===== src/rtl/char_ram_writer.sv =====
// Write-side controller for the character RAM: turns an ASCII byte stream into
// port-A writes, tracks the text cursor, and sweeps the screen with spaces on clear.
module char_ram_writer #(
  parameter int COLS   = 100,
  parameter int ROWS   = 100,
  parameter int ADDR_W = 14
) (
  input  logic              clk,
  input  logic              rst,
  input  logic              char_valid,
  input  logic [7:0]        char_data,
  output logic              char_ready,
  input  logic              clear_req,
  output logic              busy,
  output logic              wea,
  output logic [ADDR_W-1:0] addra,
  output logic [7:0]        dia,
  output logic [6:0]        cur_col,
  output logic [6:0]        cur_row
);

  localparam int TOTAL = COLS * ROWS;
  localparam logic [ADDR_W-1:0] LAST_ADDR = ADDR_W'(TOTAL - 1);
  localparam logic [ADDR_W-1:0] ZERO_ADDR = {ADDR_W{1'b0}};

  typedef enum logic {S_IDLE = 1'b0, S_CLEAR = 1'b1} state_t;

  state_t            state, state_next;
  logic [ADDR_W-1:0] lin, lin_next;     // linear address of the cursor cell
  logic [ADDR_W-1:0] cnt, cnt_next;     // next address the sweep will write
  logic [6:0]        col_next, row_next;
  logic              wea_next, busy_next;
  logic [ADDR_W-1:0] addra_next;
  logic [7:0]        dia_next;
  logic              accept, start_clear, col_last, row_last;
  logic [6:0]        row_inc;

  assign char_ready  = (state == S_IDLE) & ~clear_req;
  assign accept      = char_valid & char_ready;
  assign start_clear = (state == S_IDLE) & (clear_req | (accept & (char_data == 8'h0C)));
  assign col_last    = (cur_col == 7'(COLS - 1));
  assign row_last    = (cur_row == 7'(ROWS - 1));
  assign row_inc     = row_last ? 7'd0 : cur_row + 7'd1;

  always_comb begin
    state_next = state;
    col_next   = cur_col;
    row_next   = cur_row;
    lin_next   = lin;
    cnt_next   = cnt;
    wea_next   = 1'b0;
    addra_next = addra;
    dia_next   = dia;
    busy_next  = 1'b0;
    case (state)
      S_IDLE: begin
        if (start_clear) begin
          wea_next   = 1'b1;
          addra_next = ZERO_ADDR;
          dia_next   = 8'h20;
          col_next   = 7'd0;
          row_next   = 7'd0;
          lin_next   = ZERO_ADDR;
          cnt_next   = ADDR_W'(1);
          // a one-cell screen finishes with the entry write itself
          if (LAST_ADDR != ZERO_ADDR) begin
            state_next = S_CLEAR;
            busy_next  = 1'b1;
          end else begin
            state_next = S_IDLE;
          end
        end else if (accept) begin
          if ((char_data >= 8'h20) && (char_data <= 8'h7E)) begin
            wea_next   = 1'b1;
            addra_next = lin;
            dia_next   = char_data;
            if (col_last) begin
              col_next = 7'd0;
              row_next = row_inc;
              lin_next = row_last ? ZERO_ADDR : lin + ADDR_W'(1);
            end else begin
              col_next = cur_col + 7'd1;
              lin_next = lin + ADDR_W'(1);
            end
          end else begin
            case (char_data)
              8'h0A: begin
                col_next = 7'd0;
                row_next = row_inc;
                lin_next = row_last ? ZERO_ADDR : lin - ADDR_W'(cur_col) + ADDR_W'(COLS);
              end
              8'h0D: begin
                col_next = 7'd0;
                lin_next = lin - ADDR_W'(cur_col);
              end
              8'h08: begin
                if (cur_col != 7'd0) begin
                  col_next   = cur_col - 7'd1;
                  lin_next   = lin - ADDR_W'(1);
                  wea_next   = 1'b1;
                  addra_next = lin - ADDR_W'(1);
                  dia_next   = 8'h20;
                end else begin
                  col_next = cur_col;
                end
              end
              default: begin
                col_next = cur_col;
              end
            endcase
          end
        end else begin
          state_next = S_IDLE;
        end
      end
      S_CLEAR: begin
        wea_next   = 1'b1;
        addra_next = cnt;
        dia_next   = 8'h20;
        if (cnt == LAST_ADDR) begin
          state_next = S_IDLE;
        end else begin
          busy_next = 1'b1;
          cnt_next  = cnt + ADDR_W'(1);
        end
      end
      default: begin
        state_next = S_IDLE;
      end
    endcase
  end

  always_ff @(posedge clk or posedge rst) begin
    if (rst) begin
      state   <= S_IDLE;
      cur_col <= 7'd0;
      cur_row <= 7'd0;
      lin     <= ZERO_ADDR;
      cnt     <= ZERO_ADDR;
      wea     <= 1'b0;
      addra   <= ZERO_ADDR;
      dia     <= 8'h00;
      busy    <= 1'b0;
    end else begin
      state   <= state_next;
      cur_col <= col_next;
      cur_row <= row_next;
      lin     <= lin_next;
      cnt     <= cnt_next;
      wea     <= wea_next;
      addra   <= addra_next;
      dia     <= dia_next;
      busy    <= busy_next;
    end
  end

endmodule

===== config.mk =====
export PLATFORM = sky130hd
export DESIGN_NAME = char_ram_writer
export DESIGN_NICKNAME = d
export VERILOG_FILES = /design/src/rtl/char_ram_writer.sv
export SDC_FILE = /design/constraint.sdc
export NUM_CORES = 1
export LEC_CHECK = 0
export ABC_AREA = 1
export ABC_CLOCK_PERIOD_IN_PS = 2100
export BUFFER_PORTS_ARGS = -buffer_cell sky130_fd_sc_hd__buf_2
export CORE_ASPECT_RATIO = 0.75
export CORE_MARGIN = 10
export CORE_UTILIZATION = 45
export CTS_BUF_LIST = sky130_fd_sc_hd__clkbuf_8
export DETAILED_ROUTE_END_ITERATION = 7
export PLACE_DENSITY_LB_ADDON = 0.25
export SLEW_MARGIN = 40
export SYNTH_ARGS = -nofsm -noshare
export SYNTH_HDL_FRONTEND = slang
export SYNTH_SLANG_ARGS = --single-unit
export TNS_END_PERCENT = 1

===== constraint.sdc =====
create_clock -name clk -period 2.1 [get_ports clk]
set_input_delay 0.315 -clock clk [delete_from_list [all_inputs] [get_ports clk]]
set_output_delay 0.315 -clock clk [all_outputs]
set_load 0.01 [all_outputs]

* Word-level counts from Yosys, hierarchy flattened
Index checks and enable logic that the tools add are counted.
Cells by class: bitwise logic cells 7, shifts and indexed selects 0, multipliers 0, div/mod/pow operators 0, reductions and logical operators 12, mux-type cells 43, $add $sub $neg 8, magnitude comparators 2, equality and inequality tests 14
Operator list (number):
- $mux W14 | 13
- $mux W7 | 11
- $pmux W14 S2 | 2
- $pmux W14 S3 | 1
- $mux W8 | 5
- $eq A8 B4 Y1 const B | 4
- $add A14 B1 Y14 const B | 2
- $pmux W8 S2 | 1
- $add A14 B7 Y14 const B | 1
- $add A7 B1 Y7 const B | 2
- $eq A14 B14 Y1 const B | 1
- $eq A7 B7 Y1 const B | 2
- $pmux W7 S2 | 1
- $sub A14 B1 Y14 const B | 1
- $sub A14 B7 Y14 | 1
- $reduce_and A4 Y1 | 3
- $ge A8 B6 Y1 const B | 1
- $le A8 B7 Y1 const B | 1
- $ne A4 B2 Y1 const B | 2
- $mux W1 | 7
- $reduce_bool A7 Y1 | 1
- $sub A7 B1 Y7 const B | 1
- $ne A3 B3 Y1 const B | 2
- $reduce_bool A5 Y1 | 1
- 13 further kinds | 19
Storage, ports and cells: bits in registers 66, bits in latches 0, ROM bits 0, RAM bits 0, memories kept 0, word-level logic and storage cells 94

* Logic depth before layout (Yosys ltp)
Gate-level depths: netlist (run 1).
depth after elaboration 8, depth in mapped cells 21, gate-level depth less buffers 19

* Worst setup path before layout (run 1)
Ideal clock, no wire load.
path kind register to register, start register cur_col[0], end register lin[12], clock period less this slack 2.289 ns, cell stages (with the launch flop) 14, data required time 1.984 ns, data arrival time 2.173 ns, slack -0.189 ns, setup time 0.116 ns, cell sequence dfrtp_1 > ha_1 > fa_1 > xnor2_1 > ha_1 > nand2_1 > nand3_1 > nand3_1 > nor2_2 > nand2_1 > nand3_1 > nand2_1 > nand2_1 > nand2_1
On the way: word-level cells in the longest chain between the ends 7, elaborated cells on any way between the ends 12, those cells by class add/sub: 2; eq/ne: 2; mux: 6; reduce/logical: 2
Ends and longest elaborated chain:
- start, declared | RTL line 18 | output logic [6:0] cur_col,
- start signal, assigned | RTL line 146 | cur_col <= col_next;
- $sub A14 B7 Y14 | RTL line 90, 94
- $add A14 B7 Y14 | RTL line 90 | lin_next = row_last ? ZERO_ADDR : lin - ADDR_W'(cur_col) + ADDR_W'(COLS);
- $mux W14 | RTL line 90
- $pmux W14 S3 | RTL line 86 | case (char_data)
- $mux W14 | RTL line 73 | if ((char_data >= 8'h20) && (char_data <= 8'h7E)) begin
- $mux W14 | RTL line 72 | end else if (accept) begin
- $mux W14 | RTL line 57 | if (start_clear) begin
- end signal, assigned | RTL line 148 | lin <= lin_next;
- end, declared | RTL line 29 | logic [ADDR_W-1:0] lin, lin_next;
Several ways; a longest one is shown, not always the timed one. The select of a mux whose other input is x is not followed. A chain may end at the register's enable or synchronous reset.

* Final worst setup path (run 1)
Ends and elaborated chain as after synthesis.

==> impl_metrics.csv, run 1 <==
group,metric,value,unit
status,status,"finished, violations left",
status,failed_checks,"setup timing",
synth,synth-seq-cells,66,
timing,hold_slack,0.00919,ns
timing,fin_ws,-0.104,ns
synth,synthCells,754,
cells_and_area,final_cell_count_no_fill,1030,
synth,synthFlopType,"dfrtp_1",
synth,synth_warnings,0,
timing,period_needed,2.20,ns
floorplanning,initial_utilization,0.456,
timing,rsz0062_at_grt,"true",
clock_tree,cts-root-buf,"clkbuf_8",
drt,drc,0,
floorplanning,num_io_pins,51,
floorplanning,die_y,114,um
drt,drt-vias-per-instance,5.47,
grt,antenna_found_initial,0,
grt,busiest_layer,"met2",
cells_and_area,fin_util,0.569,
cells_and_area,syn_to_final_growth,24.9,%
power,power_density,401,nW/um2
clock_tree,cts_max_level,3,
timing,slew_headroom,0.649,
placed_design,dp_hpwl,13000,um
synth,syn_area_per_cell,6.97,um2
synth,synth_cell_types,44,
setup_path,r2r_setup_slack,-0.10,ns
setup_path,ff2ff_path_depth,18,
setup_path,end_kind,"flop",
clock_tree,cts_buffer_depth,2,
timing,setup-tns-final,-0.531,ns
clock_tree,cts_tree,"yes",
drt,ant_nets,0,
grt,grt_overflow,0,
timing,slew_viol_final,0,
clock_tree,cts_made_buffers,9,
setup_path,cp.arrival,2.46,ns
grt,grtUsageMet1,0.279,
grt,grtUsageMet3,0.0411,
synth,synth_nets,782,
placed_design,dp_cells,1011,
placed_design,place.gp.congestion,0.928,
setup_path,crit_type,"reg -> reg",
timing,max_freq,0.454,GHz
setup_path,r2r_start,"cur_col[0]$_DFFE_PP0P_",
cells_and_area,num-fill-cells,1128,
power,power.leakage,3.31,nW
grt,grtUsageMet2,0.324,
synth,ys_seq_area_frac,0.314,
placed_design,post_dp_cell_area,6170,um2
min_path,hp-class,"in -> async",
synth,async_reset_ff_frac,1.00,
timing,worstMarginPinSlew,0.521,ns
power,ir_drop,0.229,mV
clock_tree,path_clk_slew,0.08,ns
timing,period_share,1.05,
grt,grt_pass1_vias,5427,
placed_design,io_buffers,50,
floorplanning,die-area,16400,um2
setup_path,critPathLaunchType,"flop",
timing,finalHoldViolations,0,
grt,grt.total_usage,0.204,
drt,wl,16900,um
setup_path,worst-path-max-fanout,3,
drt,drt_iter0_drc,540,
synth,syn_area,5260,um2
timing,finClkSkew,0.0104,ns
clock_tree,clock-sinks,66,
cells_and_area,nNetsFinal,891,
run,cap_violations,0,
drt,via_count,5633,
floorplanning,rows,34,
drt,wl_per_cell,16.4,um
synth,synth_edf_count,0,
setup_path,required,2.36,ns
cells_and_area,drive_gt1_frac,0.276,
cells_and_area,n_antenna_cell,0,
floorplanning,die_w,145,um
drt,firstDrtPassIters,5,
clock_tree,insertion_delay,0.37,ns
grt,grt_pass1_wl,27200,um
power,power.total,2.63,mW
setup_path,r2r-end,"lin[12]$_DFFE_PP0P_",
placed_design,dp_slack,-0.181,ns
timing,setup_violations,8,
clock_tree,postCtsHoldBufs,0,
grt,grt_max_degree,67,
floorplanning,coreArea,11500,um2
cells_and_area,final_cell_area,6570,um2
[routing by layer]
metal,routed length (um),vias to the layer above
met5,0,-
met4,224,0
met3,1360,19
met2,7610,235
met1,7740,2662
li1,-,2717
[placed cells by master, fill, tap and decap left out, types with 3 or more instances in the layout]
cell type,instances
nor4_1,4
nor3_2,3
dfrtp_1,64
ha_4,5
clkinv_2,3
xor2_1,28
clkbuf_8,9
ha_1,7
inv_1,82
o211ai_1,5
o22ai_1,17
nand3_4,4
buf_12,3
o21ai_1,17
nand2_2,19
nand4_1,16
nand2_4,6
nand3_1,51
o21ai_0,37
buf_2,50
o2111ai_1,3
nand2_1,163
a22oi_1,8
xnor2_1,3
a31oi_1,6
ha_2,3
a21oi_1,34
nor3_1,14
nor2_1,57
nor2_4,7
o221ai_1,5
buf_4,66
nand3_2,9
nor2_2,14
inv_2,20
[registers in the layout, indices dropped and copies added, names as in the netlist]
signal	cells
addra	14
cnt	14
cur_col	7
cur_row	7
dia	8
lin	14
state	1
wea	1
[critical path, cell delays in order, from the launching register on]
cell and delay, ns:
dfrtp_1 0.42, ha_4 0.18, fa_2 0.37, inv_2 0.09
nand2_2 0.06, nand2_4 0.07, nand3_2 0.07, nand2_1 0.07
nand2_1 0.06, nand2_2 0.12, nand3_4 0.13, nand2_4 0.10
nor2_1 0.04, nand2_1 0.05, nand2_1 0.05, nand3_1 0.06
nand2_1 0.05, nand2_1 0.06, nand2_1 0.06
[repair_timing]
item / in CTS / in global routing
endpoints found under the setup margin: 10 / 33
gates resized for setup: 26 / 15
pin swaps: 15 / 15
buffers inserted: 2 / 1
[where the power goes]
| part | total [mW] | internal, mW | switching [mW] | leakage [nW] |
|---|---|---|---|---|
| clock network | 1.24 | 0.668 | 0.569 | 0.113 |
| registers | 1.27 | 1.27 | 0 | 0.757 |
| logic | 0.127 | 0.0387 | 0.0878 | 2.44 |
[final cells by class]
| cell class | count | area, um2 | share of cell area |
|---|---|---|---|
| Clock buffer | 9 | 124 | 0.0189 |
| Clock inverter | 7 | 92.6 | 0.0141 |
| Inverter | 107 | 412 | 0.0627 |
| Multi-Input combinational cell | 560 | 3270 | 0.499 |
| Sequential cell | 66 | 1650 | 0.252 |
| Tap cell | 162 | 203 | 0.0309 |
| Timing Repair Buffer | 119 | 806 | 0.123 |
[cells by family (layout without fill, tap and decap cells)]
kind of cell,after synthesis,after routing,synth area share
xor gates and xnor gates,32,32,0.0533
DFF,66,66,0.314
and+or+nand+nor,370,370,0.327
AOI/OAI and AO/OA,142,142,0.163
buffers and inverters,128,242,0.103
adders and majority gates,16,16,0.0395
[worst max-delay path by stage]
stage,start,to,cells past startpoint
after global placement,cur_col[0]$_DFFE_PP0P_,lin[10]$_DFFE_PP0P_,16
after CTS,cur_col[0]$_DFFE_PP0P_,lin[12]$_DFFE_PP0P_,18
after detailed placement,cur_col[0]$_DFFE_PP0P_,lin[13]$_DFFE_PP0P_,18
after floorplan,cur_col[2]$_DFFE_PP0P_,lin[12]$_DFFE_PP0P_,20
final,cur_col[0]$_DFFE_PP0P_,lin[12]$_DFFE_PP0P_,18
after global routing,cur_col[6]$_DFFE_PP0P_,lin[12]$_DFFE_PP0P_,17
[cell usage after synthesis (8+ instances only)]
master   count  area, um2
nand2_1    174        653
inv_1       88        330
dfrtp_1     66       1650
nor2_1      60        225
nand3_1     58        290
o21ai_0     42        210
a21oi_1     35        175
xor2_1      28        245
o22ai_1     17        106
inv_2       16       60.1
nand4_1     16        100
ha_1        15        188
nor3_1      14       70.1
nand2_2     13       81.3
nor2_2      12       75.1
o21ai_1     12       60.1
buf_2       10       50.1
a22oi_1      8       60.1
No activity file was read; power rests on OpenSTA's default activity.
==> run 2: changes to the inputs <==
Settings changed: ABC_CLOCK_PERIOD_IN_PS 2100 to 2300.
Clock period 2.1 ns to 2.3 ns, I/O delays scaled along.
==> impl_metrics.csv, run 2 (same netlist as run 1, synthesis figures left out) <==
group,metric,value,unit
placed_design,place.gp.congestion,0.942,
timing,finalHoldViolations,0,
clock_tree,cts_buffer_depth,2,
setup_path,critPathLaunchType,"flop",
clock_tree,cts_made_buffers,9,
cells_and_area,final_cell_count_no_fill,1014,
power,p_seq_frac,0.483,
drt,wl_per_cell,16.3,um
cells_and_area,fin_util,0.556,
timing,worstMarginPinSlew,0.544,ns
timing,setup_violations,0,
floorplanning,initial_utilization,0.456,
setup_path,crit_type,"reg -> reg",
power,power.total,2.40,mW
timing,finClkSkew,0.0113,ns
floorplanning,rows,34,
setup_path,worst-path-max-fanout,4,
floorplanning,die_y,114,um
cells_and_area,register_area,1650,um2
floorplanning,die-area,16400,um2
timing,hold_slack,0.0463,ns
power,ir_drop,0.244,mV
drt,drc,0,
placed_design,dp_slack,-0.0670,ns
cells_and_area,num-fill-cells,1093,
clock_tree,cts_max_level,3,
drt,drt-vias-per-instance,5.48,
cells_and_area,multi_input_area,3270,um2
power,netSwitchingPower,0.593,mW
timing,rsz0062_at_grt,"true",
grt,antenna_found_initial,0,
drt,wl_met1,7800,um
power,swShare,0.247,
floorplanning,num_io_pins,51,
timing,max_freq,0.445,GHz
power,pwr-share-clk,0.472,
min_path,hp-class,"in -> async",
cells_and_area,top_regs,"addra: 14 flops, cnt: 14 flops, lin: 14 flops",
cells_and_area,syn_to_final_growth,22.0,%
placed_design,io_buffers,50,
cells_and_area,final_cell_area,6410,um2
grt,grt_pass1_wl,26800,um
power,power_density,374,nW/um2
drt,dr_wl_met2,6980,um
timing,period_share,0.977,
clock_tree,cts_tree,"yes",
cells_and_area,nNetsFinal,875,
power,combPwrFrac,0.045,
placed_design,dp_hpwl,12800,um
grt,grt.total_usage,0.200,
timing,setup-tns-final,0,ns
clock_tree,clock-sinks,66,
drt,via_count,5554,
cells_and_area,drive_gt1_frac,0.268,
grt,grt_max_degree,42,
timing,slew_headroom,0.637,
clock_tree,postCtsHoldBufs,0,
setup_path,end_kind,"flop",
floorplanning,die_w,145,um
placed_design,post_dp_cell_area,5920,um2
grt,grt_pass1_vias,5319,
clock_tree,path_clk_slew,0.09,ns
cells_and_area,final_common_cell,"nand2_1",
power,internal_power,1.81,mW
cells_and_area,final_cell_mix,"nand2_1 (163), inv_1 (79), dfrtp_1 (65)",
drt,top_layer_used,"met4",
drt,ant_nets,0,
timing,slew_viol_final,0,
clock_tree,cts-root-buf,"clkbuf_8",
cells_and_area,n_antenna_cell,0,
clock_tree,insertion_delay,0.36,ns
setup_path,cp.arrival,2.49,ns
placed_design,dp_cells,991,
drt,drt_iter0_drc,559,
grt,grt_overflow,0,
drt,dr_wl_met3,1430,um
timing,period_needed,2.25,ns
floorplanning,coreArea,11500,um2
status,status,"finished clean",
power,power.leakage,3.22,nW
drt,wl,16600,um
setup_path,required,2.55,ns
drt,firstDrtPassIters,6,
run,cap_violations,0,
timing,fin_ws,0.0532,ns
[run 2: cell types whose count changed in the layout (fill, tap and decap cells not counted), sizes merged]
cell,change
buf,-16
clkinv,-3
clkinvlp,+2
inv,+1
[run 2: layer usage]
metal	vias up	GRT usage
met2	248	0.284
met4	0	0.0739
met5	-	0
met3	31	0.0511
li1	2691	-
met1	2584	0.284
[run 2: worst max-delay path, cell delays in order (launching register included)]
cell and delay, ns:
dfrtp_1 0.41, ha_4 0.18, fa_2 0.39, inv_2 0.09, nand2_2 0.07, nand2_4 0.07
nand3_2 0.07, nand2_1 0.07, nand2_1 0.05, nand2_2 0.13, nand3_4 0.11, nand2_4 0.11
inv_4 0.05, nand3_2 0.05, nand2_1 0.05, nand3_1 0.06, nand2_1 0.06, nand2_1 0.05
nand2_1 0.05
[run 2: cell type report]
class | count | area share
multi-input cells | 560 | 0.511
inverters | 107 | 0.0638
clock inverters | 7 | 0.0158
clock buffers | 9 | 0.0193
flip-flops and latches | 66 | 0.258
repair buffers | 103 | 0.101
well taps | 162 | 0.0316
[run 2: worst paths after layout]
check                                             from              endpoint  slack, ns  cells past startpoint
worst min register to register    addra[4]$_DFFE_PP0P_  addra[4]$_DFFE_PP0P_       0.49                      2
worst max register to register  cur_col[0]$_DFFE_PP0P_   lin[13]$_DFFE_PP0P_       0.05                     18
worst max-delay path            cur_col[0]$_DFFE_PP0P_   lin[13]$_DFFE_PP0P_       0.05                     18
max in group asynchronous                          rst   lin[10]$_DFFE_PP0P_       1.80                      3
min in group clk                          char_data[3]    dia[3]$_DFFE_PP0P_       0.26                      2
worst min-delay path                               rst  addra[1]$_DFFE_PP0P_       0.05                      3
[run 2: power groups by stage]
| stage | Combinational [mW] | Clock, mW | Sequential (mW) |
|---|---|---|---|
| 2_1_floorplan | 0.0688 | 0 | 1.18 |
| 3_3_place_gp | 0.107 | 0 | 1.18 |
| 3_5_place_dp | 0.107 | 0 | 1.18 |
| 4_1_cts | 0.108 | 1.16 | 1.16 |
| 5_1_grt | 0.122 | 1.20 | 1.16 |
| 6_report | 0.107 | 1.13 | 1.16 |
[run 2: what timing repair did]
action / 4_1_cts / 5_1_grt
cloned: 0 / 0
gates resized for setup: 3 / 52
setup buffers: 0 / 7
setup endpoints to repair: 6 / 9
pin swaps: 0 / 19
==> run 3: changes to the inputs <==
Settings changed: ABC_CLOCK_PERIOD_IN_PS 2300 to 2100, HOLD_SLACK_MARGIN set to 0.06, MAX_ROUTING_LAYER set to met4.
Clock period 2.3 ns to 2.1 ns, I/O delays scaled along.
==> impl_metrics.csv, run 3 (same netlist as run 1, synthesis figures left out) <==
group,metric,value,unit
timing,setup-tns-final,-1.08,ns
clock_tree,insertion_delay,0.37,ns
status,failed_checks,"setup timing",
placed_design,dp_hpwl,12800,um
drt,wl,16700,um
drt,firstDrtPassIters,6,
clock_tree,cts-root-buf,"clkbuf_8",
grt,grt_pass1_wl,26700,um
run,cap_violations,0,
drt,via_count,5601,
setup_path,end_kind,"flop",
floorplanning,die_w,145,um
power,power.total,2.77,mW
cells_and_area,final_cell_mix,"nand2_1 (158), inv_1 (78), dfrtp_1 (65)",
min_path,hold_depth,2,
timing,period_needed,2.29,ns
cells_and_area,final_common_cell,"nand2_1",
timing,finClkSkew,0.0175,ns
cells_and_area,drive_gt1_frac,0.291,
drt,drt-vias-per-instance,5.46,
grt,grt_max_degree,67,
timing,rsz0062_at_grt,"true",
placed_design,place.gp.congestion,0.980,
clock_tree,path_clk_slew,0.09,ns
placed_design,io_buffers,50,
floorplanning,num_io_pins,51,
setup_path,ff2ff_path_depth,16,
drt,drt_iter0_drc,549,
timing,finalHoldViolations,0,
setup_path,worst-path-max-fanout,4,
drt,ant_nets,0,
clock_tree,cts_max_level,3,
power,ir_drop,0.285,mV
drt,wl_per_cell,16.3,um
timing,max_freq,0.436,GHz
clock_tree,clock-sinks,66,
timing,slew_headroom,0.679,
floorplanning,rows,34,
setup_path,critPathLaunchType,"flop",
cells_and_area,n_antenna_cell,0,
timing,fin_ws,-0.193,ns
setup_path,required,2.36,ns
clock_tree,cts_tree,"yes",
power,power_density,418,nW/um2
cells_and_area,nNetsFinal,887,
drt,drc,0,
clock_tree,cts_buffer_depth,2,
placed_design,dp_slack,-0.190,ns
floorplanning,initial_utilization,0.456,
clock_tree,cts_made_buffers,9,
setup_path,crit_type,"reg -> reg",
grt,grt.total_usage,0.206,
timing,worstMarginPinSlew,0.477,ns
timing,period_share,1.09,
floorplanning,die-area,16400,um2
grt,antenna_found_initial,0,
timing,setup_violations,9,
floorplanning,coreArea,11500,um2
setup_path,cp.arrival,2.55,ns
status,status,"finished, violations left",
floorplanning,die_y,114,um
power,power.leakage,3.30,nW
grt,grt_pass1_vias,5346,
cells_and_area,top_regs,"addra: 14 flops, cnt: 14 flops, lin: 14 flops",
grt,grt_overflow,0,
min_path,hp-class,"in -> reg",
timing,slew_viol_final,0,
cells_and_area,syn_to_final_growth,26.3,%
run 3: worst max-delay path, cell delays in order, from the launching register on:
cell and delay (ns):
dfrtp_1 0.44, ha_4 0.19, fa_2 0.37, inv_2 0.09
nand2_2 0.06, nand2_4 0.08, nand3_1 0.09, nand2_2 0.14
nand3_4 0.11, nand3_4 0.11, nand2_4 0.08, inv_4 0.08
nand4_1 0.10, nand3_2 0.09, nand2_1 0.06, nand2_1 0.05
nand2_1 0.04
run 3: final cells by class:
class | count | area (um2)
clock inverters | 7 | 124
multi-input cells | 560 | 3330
inverters | 107 | 414
fillers | 1117 | 4890
flip-flops and latches | 66 | 1650
clock buffers | 9 | 124
repair buffers | 115 | 791
well taps | 162 | 203
run 3: what timing repair did:
item | CTS | global route
endpoints found under the hold margin | 49 | 0
hold buffers | 1 | 0
gates resized for setup | 12 | 48
pin swaps | 4 | 20
setup endpoints to repair | 11 | 50
setup buffers | 0 | 2
run 3: path summary, 6_finish.rpt:
path	from	to	slack (ns)
worst max register to register	cur_col[0]$_DFFE_PP0P_	lin[13]$_DFFE_PP0P_	-0.19
worst min-delay path	char_data[3]	dia[3]$_DFFE_PP0P_	0.22
worst min register to register	addra[4]$_DFFE_PP0P_	addra[4]$_DFFE_PP0P_	0.48
max in group asynchronous	rst	cur_row[5]$_DFFE_PP0P_	1.21
min in group asynchronous	rst	dia[6]$_DFFE_PP0P_	0.55
worst max-delay path	cur_col[0]$_DFFE_PP0P_	lin[13]$_DFFE_PP0P_	-0.19
run 3: metrics by stage:
stage	hold WS, ns	utilization	std cells	instance area [um2]
floorplan	0.457	-	754	5330
global placement	0.423	0.534	1007	6160
detailed placement	0.431	0.534	1007	6160
CTS	0.212	0.560	1024	6450
global route	0.211	0.576	1026	6640
finish	0.221	0.576	1026	6640
run 3: report_power, final:
group | internal [mW] | switching (mW)
Combinational | 0.0405 | 0.0869
Clock | 0.799 | 0.579
Sequential | 1.27 | 0
run 3: metal layers:
metal / GRT usage / share of wire / vias to the layer above
met5: - / 0 / -
met4: 0.0430 / 0.0097 / 0
met3: 0.0399 / 0.084 / 19
met2: 0.312 / 0.45 / 246
met1: 0.280 / 0.45 / 2615
li1: - / - / 2721
